## config.mk

```make
export PLATFORM = sky130hd
export DESIGN_NAME = uart_frame_parser_flat
export DESIGN_NICKNAME = d
export VERILOG_FILES = /design/src/rtl/uart_frame_pkg.sv /design/src/rtl/uart_frame_parser_if.sv /design/src/rtl/uart_frame_parser_frame_buf.sv /design/src/rtl/uart_frame_parser.sv /design/src/flat_wrapper.sv
export SDC_FILE = /design/constraint.sdc
export NUM_CORES = 1
export LEC_CHECK = 0
export ABC_AREA = 1
export CAP_MARGIN = 20
export CORE_MARGIN = 4
export CORE_UTILIZATION = 45
export CTS_BUF_LIST = sky130_fd_sc_hd__clkbuf_4
export CTS_CLUSTER_SIZE = 28
export DETAILED_ROUTE_END_ITERATION = 12
export GPL_ROUTABILITY_DRIVEN = 0
export PLACE_DENSITY_LB_ADDON = 0.05
export SETUP_SLACK_MARGIN = 0.3
export SKIP_CTS_REPAIR_TIMING = 1
export SYNTH_ARGS = -nofsm -noshare
export SYNTH_HDL_FRONTEND = slang
export SYNTH_SLANG_ARGS = --single-unit
```

## constraint.sdc

```tcl
create_clock -name clk -period 4.6 [get_ports clk]
set_input_delay 0.46 -clock clk [delete_from_list [all_inputs] [get_ports clk]]
set_output_delay 0.46 -clock clk [all_outputs]
set_load 0.005 [all_outputs]
```

## src/rtl/uart_frame_pkg.sv

```systemverilog
// Shared types and defaults for the UART frame parser.
// Optional build macro: FRAME_TIMEOUT_EN (inter-byte timeout).
package uart_frame_pkg;

    typedef enum logic [2:0] {
        HUNT,
        GET_LEN,
        PAYLOAD,
        GET_CK,
        DRAIN
    } state_t;

    localparam logic [7:0] DEF_SOF = 8'h7E;
    localparam int DEF_MAX_LEN = 16;
    localparam int CK_W = 8;
    localparam logic [15:0] DEF_TIMEOUT_CLKS = 16'd43000;

    function automatic logic [CK_W-1:0] ck_fold(
        input logic [CK_W-1:0] ck,
        input logic [7:0] b
    );
        return ck ^ b;
    endfunction

endpackage

```

## src/rtl/uart_frame_parser_if.sv

```systemverilog
// Byte-in / payload-out stream bundle of the frame parser.
// master drives bytes and ready; slave is the parser.
interface uart_frame_parser_if;

    logic       in_valid;
    logic [7:0] in_data;
    logic       out_valid;
    logic       out_ready;
    logic [7:0] out_data;
    logic       out_last;
    logic       err_len;
    logic       err_cksum;
    logic       err_overrun;
    logic       err_timeout;

    modport master (
        output in_valid,
        output in_data,
        output out_ready,
        input  out_valid,
        input  out_data,
        input  out_last,
        input  err_len,
        input  err_cksum,
        input  err_overrun,
        input  err_timeout
    );

    modport slave (
        input  in_valid,
        input  in_data,
        input  out_ready,
        output out_valid,
        output out_data,
        output out_last,
        output err_len,
        output err_cksum,
        output err_overrun,
        output err_timeout
    );

endinterface

```

## src/rtl/uart_frame_parser_frame_buf.sv

```systemverilog
// Payload store: DEPTH x 8 registers, sync write, comb read.
// Contents are don't-care after reset, so no reset on the array.
module frame_buf
    import uart_frame_pkg::*;
#(
    parameter int DEPTH = DEF_MAX_LEN,
    parameter int AW = $clog2(DEPTH + 1)
) (
    input  logic            clk,
    input  logic            we,
    input  logic [AW-1:0]   waddr,
    input  logic [CK_W-1:0] wdata,
    input  logic [AW-1:0]   raddr,
    output logic [CK_W-1:0] rdata
);

    localparam int IW = (DEPTH > 1) ? $clog2(DEPTH) : 1;
    localparam logic [AW-1:0] LIM = AW'(DEPTH);

    logic [CK_W-1:0] mem [DEPTH];
    logic [IW-1:0]   wi;
    logic [IW-1:0]   ri;
    logic            w_ok;
    logic            r_ok;

    assign wi = waddr[IW-1:0];
    assign ri = raddr[IW-1:0];
    assign w_ok = waddr < LIM;
    assign r_ok = raddr < LIM;

    // write port; out-of-range addresses are ignored
    always_ff @(posedge clk) begin
        if (we && w_ok) begin
            mem[wi] <= wdata;
        end
    end

    assign rdata = r_ok ? mem[ri] : '0;

endmodule

```

## src/rtl/uart_frame_parser.sv

```systemverilog
// SOF/LEN/payload/XOR-checksum framer behind the UART receiver.
// Define FRAME_TIMEOUT_EN to compile in the inter-byte timeout.
module uart_frame_parser
    import uart_frame_pkg::*;
#(
    parameter int MAX_LEN = DEF_MAX_LEN,
    parameter logic [7:0] SOF = DEF_SOF
`ifdef FRAME_TIMEOUT_EN
    ,
    parameter logic [15:0] TIMEOUT_CLKS = DEF_TIMEOUT_CLKS
`endif
) (
    input logic clk,
    input logic rst,
    uart_frame_parser_if.slave bus
);

    localparam int CW = $clog2(MAX_LEN + 1);
    localparam logic [CW-1:0] ONE = CW'(1);
    localparam logic [7:0] MAX_LEN8 = 8'(MAX_LEN);

    state_t state_q;
    state_t state_n;

    logic [CW-1:0]   len_q;
    logic [CW-1:0]   len_n;
    logic [CW-1:0]   idx_q;
    logic [CW-1:0]   idx_n;
    logic [CW-1:0]   rd_q;
    logic [CW-1:0]   rd_n;
    logic [CK_W-1:0] ck_q;
    logic [CK_W-1:0] ck_n;

    logic       buf_we;
    logic [7:0] buf_rdata;
    logic       last_n;
    logic       to_hit;
    logic       e_len;
    logic       e_ck;
    logic       e_ovr;
    logic       e_to;

`ifdef FRAME_TIMEOUT_EN
    logic [15:0] to_cnt;
    logic        timed;

    assign timed = (state_q == GET_LEN) ||
                   (state_q == PAYLOAD) ||
                   (state_q == GET_CK);
    assign to_hit = timed &&
                    (to_cnt == TIMEOUT_CLKS - 16'd1);

    // idle-cycle counter; any byte or leaving the frame clears it
    always_ff @(posedge clk or posedge rst) begin
        if (rst) begin
            to_cnt <= '0;
        end else if (bus.in_valid || !timed || to_hit) begin
            to_cnt <= '0;
        end else begin
            to_cnt <= to_cnt + 16'd1;
        end
    end
`else
    assign to_hit = 1'b0;
`endif

    frame_buf #(
        .DEPTH (MAX_LEN),
        .AW    (CW)
    ) u_buf (
        .clk   (clk),
        .we    (buf_we),
        .waddr (idx_q),
        .wdata (bus.in_data),
        .raddr (rd_n),
        .rdata (buf_rdata)
    );

    // next-state, datapath updates and error strobes
    always_comb begin
        state_n = state_q;
        len_n   = len_q;
        idx_n   = idx_q;
        rd_n    = rd_q;
        ck_n    = ck_q;
        buf_we  = 1'b0;
        e_len   = 1'b0;
        e_ck    = 1'b0;
        e_ovr   = 1'b0;
        e_to    = 1'b0;
        unique case (state_q)
            HUNT: begin
                if (bus.in_valid && bus.in_data == SOF) begin
                    state_n = GET_LEN;
                end
            end
            GET_LEN: begin
                if (bus.in_valid) begin
                    if (bus.in_data != 8'd0 &&
                        bus.in_data <= MAX_LEN8) begin
                        len_n   = bus.in_data[CW-1:0];
                        ck_n    = bus.in_data;
                        idx_n   = '0;
                        state_n = PAYLOAD;
                    end else begin
                        e_len   = 1'b1;
                        state_n = HUNT;
                    end
                end else if (to_hit) begin
                    e_to    = 1'b1;
                    state_n = HUNT;
                end
            end
            PAYLOAD: begin
                if (bus.in_valid) begin
                    buf_we = 1'b1;
                    ck_n   = ck_fold(ck_q, bus.in_data);
                    idx_n  = idx_q + ONE;
                    if (idx_q == len_q - ONE) begin
                        state_n = GET_CK;
                    end
                end else if (to_hit) begin
                    e_to    = 1'b1;
                    state_n = HUNT;
                end
            end
            GET_CK: begin
                if (bus.in_valid) begin
                    if (bus.in_data == ck_q) begin
                        rd_n    = '0;
                        state_n = DRAIN;
                    end else begin
                        e_ck    = 1'b1;
                        state_n = HUNT;
                    end
                end else if (to_hit) begin
                    e_to    = 1'b1;
                    state_n = HUNT;
                end
            end
            DRAIN: begin
                e_ovr = bus.in_valid;
                if (bus.out_ready) begin
                    if (rd_q == len_q - ONE) begin
                        rd_n    = '0;
                        state_n = HUNT;
                    end else begin
                        rd_n = rd_q + ONE;
                    end
                end
            end
            default: begin
                state_n = HUNT;
            end
        endcase
    end

    assign last_n = (rd_n == len_n - ONE);

    // parser state and frame bookkeeping
    always_ff @(posedge clk or posedge rst) begin
        if (rst) begin
            state_q <= HUNT;
            len_q   <= '0;
            idx_q   <= '0;
            rd_q    <= '0;
            ck_q    <= '0;
        end else begin
            state_q <= state_n;
            len_q   <= len_n;
            idx_q   <= idx_n;
            rd_q    <= rd_n;
            ck_q    <= ck_n;
        end
    end

    // registered outputs, presented one cycle after the deciding edge
    always_ff @(posedge clk or posedge rst) begin
        if (rst) begin
            bus.out_valid   <= 1'b0;
            bus.out_data    <= '0;
            bus.out_last    <= 1'b0;
            bus.err_len     <= 1'b0;
            bus.err_cksum   <= 1'b0;
            bus.err_overrun <= 1'b0;
            bus.err_timeout <= 1'b0;
        end else begin
            bus.out_valid   <= (state_n == DRAIN);
            bus.out_data    <= (state_n == DRAIN) ? buf_rdata : '0;
            bus.out_last    <= (state_n == DRAIN) && last_n;
            bus.err_len     <= e_len;
            bus.err_cksum   <= e_ck;
            bus.err_overrun <= e_ovr;
            bus.err_timeout <= e_to;
        end
    end

endmodule

```

## src/flat_wrapper.sv

```systemverilog
// flat-port wrapper written by rule: the top's interface ports become plain ports
module uart_frame_parser_flat import uart_frame_pkg::*;
#(
    parameter int MAX_LEN = DEF_MAX_LEN,
    parameter logic [7:0] SOF = DEF_SOF

)
  (clk, rst, bus_in_valid, bus_in_data, bus_out_ready, bus_out_valid, bus_out_data, bus_out_last, bus_err_len, bus_err_cksum, bus_err_overrun, bus_err_timeout);
  uart_frame_parser_if bus_i ();
  input logic clk;
  input logic rst;
  input wire logic [$bits(bus_i.in_valid)-1:0] bus_in_valid;
  input wire logic [$bits(bus_i.in_data)-1:0] bus_in_data;
  input wire logic [$bits(bus_i.out_ready)-1:0] bus_out_ready;
  output wire logic [$bits(bus_i.out_valid)-1:0] bus_out_valid;
  output wire logic [$bits(bus_i.out_data)-1:0] bus_out_data;
  output wire logic [$bits(bus_i.out_last)-1:0] bus_out_last;
  output wire logic [$bits(bus_i.err_len)-1:0] bus_err_len;
  output wire logic [$bits(bus_i.err_cksum)-1:0] bus_err_cksum;
  output wire logic [$bits(bus_i.err_overrun)-1:0] bus_err_overrun;
  output wire logic [$bits(bus_i.err_timeout)-1:0] bus_err_timeout;
  assign bus_i.in_valid = bus_in_valid;
  assign bus_i.in_data = bus_in_data;
  assign bus_i.out_ready = bus_out_ready;
  assign bus_out_valid = bus_i.out_valid;
  assign bus_out_data = bus_i.out_data;
  assign bus_out_last = bus_i.out_last;
  assign bus_err_len = bus_i.err_len;
  assign bus_err_cksum = bus_i.err_cksum;
  assign bus_err_overrun = bus_i.err_overrun;
  assign bus_err_timeout = bus_i.err_timeout;
  uart_frame_parser #(.MAX_LEN(MAX_LEN), .SOF(SOF)) u_core (.clk(clk), .rst(rst), .bus(bus_i));
endmodule
```

==> out/results.ini <==
[status]
outcome = finished clean

[cts]
clock_path_buffers = 2
tritoncts = yes
clock_sinks = 167
cts_max_level = 4
clk_pin_slew_ns = 0.15
root_buffer = clkbuf_4
clk_latency_ns = 0.56
cts_buffers = 17

[timing]
tightest_slew_ns = 0.8800
slew_violations = 0
hold_viol = 0
slew_headroom = 0.4112
post-route-period-util = 0.6735
max_freq_ghz = 0.3228
rsz0062_at_grt = no
tns_ns = 0
whs_ns = 0.3793
fin_ws_ns = 1.502
fin_crit_ns = 3.098
skew_ns = 0.01799
finalSetupViolCount = 0

[critical_path]
critPathLaunch = bus_in_data[6]
path_cells = clkdlybuf4s50_1 > inv_1 > nand2_1 > nand2_1 > nor2_1 > nand2_1 > nor2_2 > nand3_4 > nand3_4 > nand2_2 > buf_4 > inv_2 > nand2_1 > nand3_1 > nand2_1 > nor2_1 > nor2_1 > nor2_1
cp_num_buf_inv = 4
crit_path_top_delay_cell = clkdlybuf4s50_1
rr_worst_depth = 19
cpPeakStageDelay_ns = 0.89
arrival_ns = 3.58
crit_type = input port to flip-flop
worst_path_most_repeated_cell = nand2_1
crit_fanout = 34
critPathLaunchType = input port
crit_path_end_kind = flip-flop
timing.rr.end = u_core.bus.out_data[3]$_DFF_PP0_
rrSetupSlack_ns = 1.60
cp.required_ns = 5.08
critical_path.top_delay_family = buffers and inverters
r2r-start = u_core.len_q[0]$_DFF_PP0_

[die]
fp.dieW_um = 138.7
core-area_sq_um = 16640
dieArea_sq_um = 19240
io_pins = 26
rows = 47
start_util = 0.4619
die_h_um = 138.7

[finish]
final_cells = 1039
fin_nets = 824
n_fill_cell = 1525
drive_above_1_share = 0.08557
fin_area_sq_um = 8408
area_delta_synth_final_pct = 9.375

[yosys]
synth_nets = 796
synth_commonest_cells = nand2_1, nand3_1, edfxtp_1
synth_cells = 777
seq_area_frac_synth = 0.6270
synth_edf_count = 128
synth_area_leaders = edfxtp_1, dfrtp_1, nand3_1, nand2_1, nor2_1
synth_area_sq_um = 7687
yosysMostFrequentCell = nand2_1
yosysWarnings = 0
synthArstFlopShare = 0.2335
ys_dominant_reg_cell = edfxtp_1
synth_top_area_frac = 0.5000
postSynthAreaPerCell_sq_um = 9.894
synth.distinct_cells = 31
ys_ff_latch = 167
synth_area_leader_cell = edfxtp_1

[place]
dpl.hpwl_um = 12600
dp_cells = 1006
placed_cell_area_sq_um = 8117
pre_cts_slack_ns = 0.8962
io_buffers = 24

[global_routing]
top_usage_layer = met2
use_met2 = 0.3248
grt.overflow.total = 0
grt_pass1_wl_um = 30020
grt_pass1_vias = 5465
grtUsageMet1 = 0.2770
antenna_found_initial = 1
grt_max_degree = 49
grt_use_met3 = 0.04069
grt_use_total = 0.2020

[worst_hold_path]
min_path_type = input port to async pin

[detailed_routing]
avgRoutedWirePerCell_um = 18.33
drc_errors = 0
finalWirelength_um = 19040
ant_nets = 0
avgViaCountPerCell = 5.322
drt_pass1_iterations = 5
vias = 5530
drtIter0Drc = 381

[flow_run]
cap_violations = 0

[power_and_ir_drop]
power.leakage_nw = 3.336
vdd_drop_max_uv = 484.1
power.density_nw_per_um2 = 410.1

-- metrics by stage --
step,power [W],util
6_report,0.003448,0.5052
5_1_grt,0.003643,0.5052
4_1_cts,0.003464,0.5051
3_5_place_dp,0.002618,0.4877
3_3_place_gp,0.002610,0.4877
2_1_floorplan,0.002391,-
-- layer usage --
metal | part of all wire | vias to the layer above
met5 | 0 | -
met4 | 0.021 | 0
met3 | 0.054 | 26
met2 | 0.48 | 154
met1 | 0.44 | 2677
li1 | - | 2673
-- placed cells by master (no fill, tap or decap), drive strengths merged, types with 18 or more instances in the layout --
cell type | Yosys | layout
nand2 | 199 | 199
nand3 | 170 | 170
edfxtp | 128 | 128
nor2 | 89 | 89
inv | 58 | 59
dfrtp | 39 | 39
clkdlybuf4s50 | 0 | 24
clkbuf | 1 | 18
-- kinds of logic after synthesis --
family | synth area share
and+or+nand+nor | 0.2673
DFF | 0.6270
buffers and inverters | 0.05420
AOI/OAI and AO/OA | 0.01807
xor gates and xnor gates | 0.02165
adders and majority gates | 0.01139
other | 0.0004878
-- worst max-delay path by stage --
| stage | endpoint | slack (ns) | depth (start not counted) |
|---|---|---|---|
| after global routing | u_core.bus.out_data[3]$_DFF_PP0_ | 1.17 | 18 |
| after floorplan | u_core.bus.out_last$_DFF_PP0_ | 2.48 | 16 |
| final | u_core.bus.out_data[5]$_DFF_PP0_ | 1.50 | 18 |
| after CTS | u_core.bus.out_data[5]$_DFF_PP0_ | 1.50 | 18 |
| after detailed placement | u_core.bus.out_data[5]$_DFF_PP0_ | 0.90 | 18 |
| after global placement | u_core.bus.out_data[6]$_DFF_PP0_ | 0.95 | 18 |
-- cell type report --
class	instances	area, sq um	area share
antenna	1	2.502	0.0002976
sequential	167	4820	0.5732
clock inverter	14	153.9	0.01830
clock buffer	18	135.1	0.01607
multi-input combinational	521	2451	0.2915
inverter	60	225.2	0.02679
timing repair buffer	38	345.3	0.04107
tap	220	275.3	0.03274
-- power by group --
group / internal (W) / total (W) / switching, W / leakage [nW]
clock network: 0.000331 / 0.000860 / 0.000529 / 0.137
registers: 0.00175 / 0.00184 / 0.0000839 / 1.64
logic: 0.000241 / 0.000750 / 0.000509 / 1.56
-- registers in the layout, summed over array words and instances, names as in the netlist --
| register | flops |
|---|---|
| u_core.bus.err_cksum | 1 |
| u_core.bus.err_len | 1 |
| u_core.bus.err_overrun | 1 |
| u_core.bus.out_data | 8 |
| u_core.bus.out_last | 1 |
| u_core.bus.out_valid | 1 |
| u_core.ck_q | 8 |
| u_core.idx_q | 5 |
| u_core.len_q | 5 |
| u_core.rd_q | 5 |
| u_core.state_q | 3 |
| u_core.u_buf.mem | 128 |
Note: power is estimated with default switching activity, not from simulation.
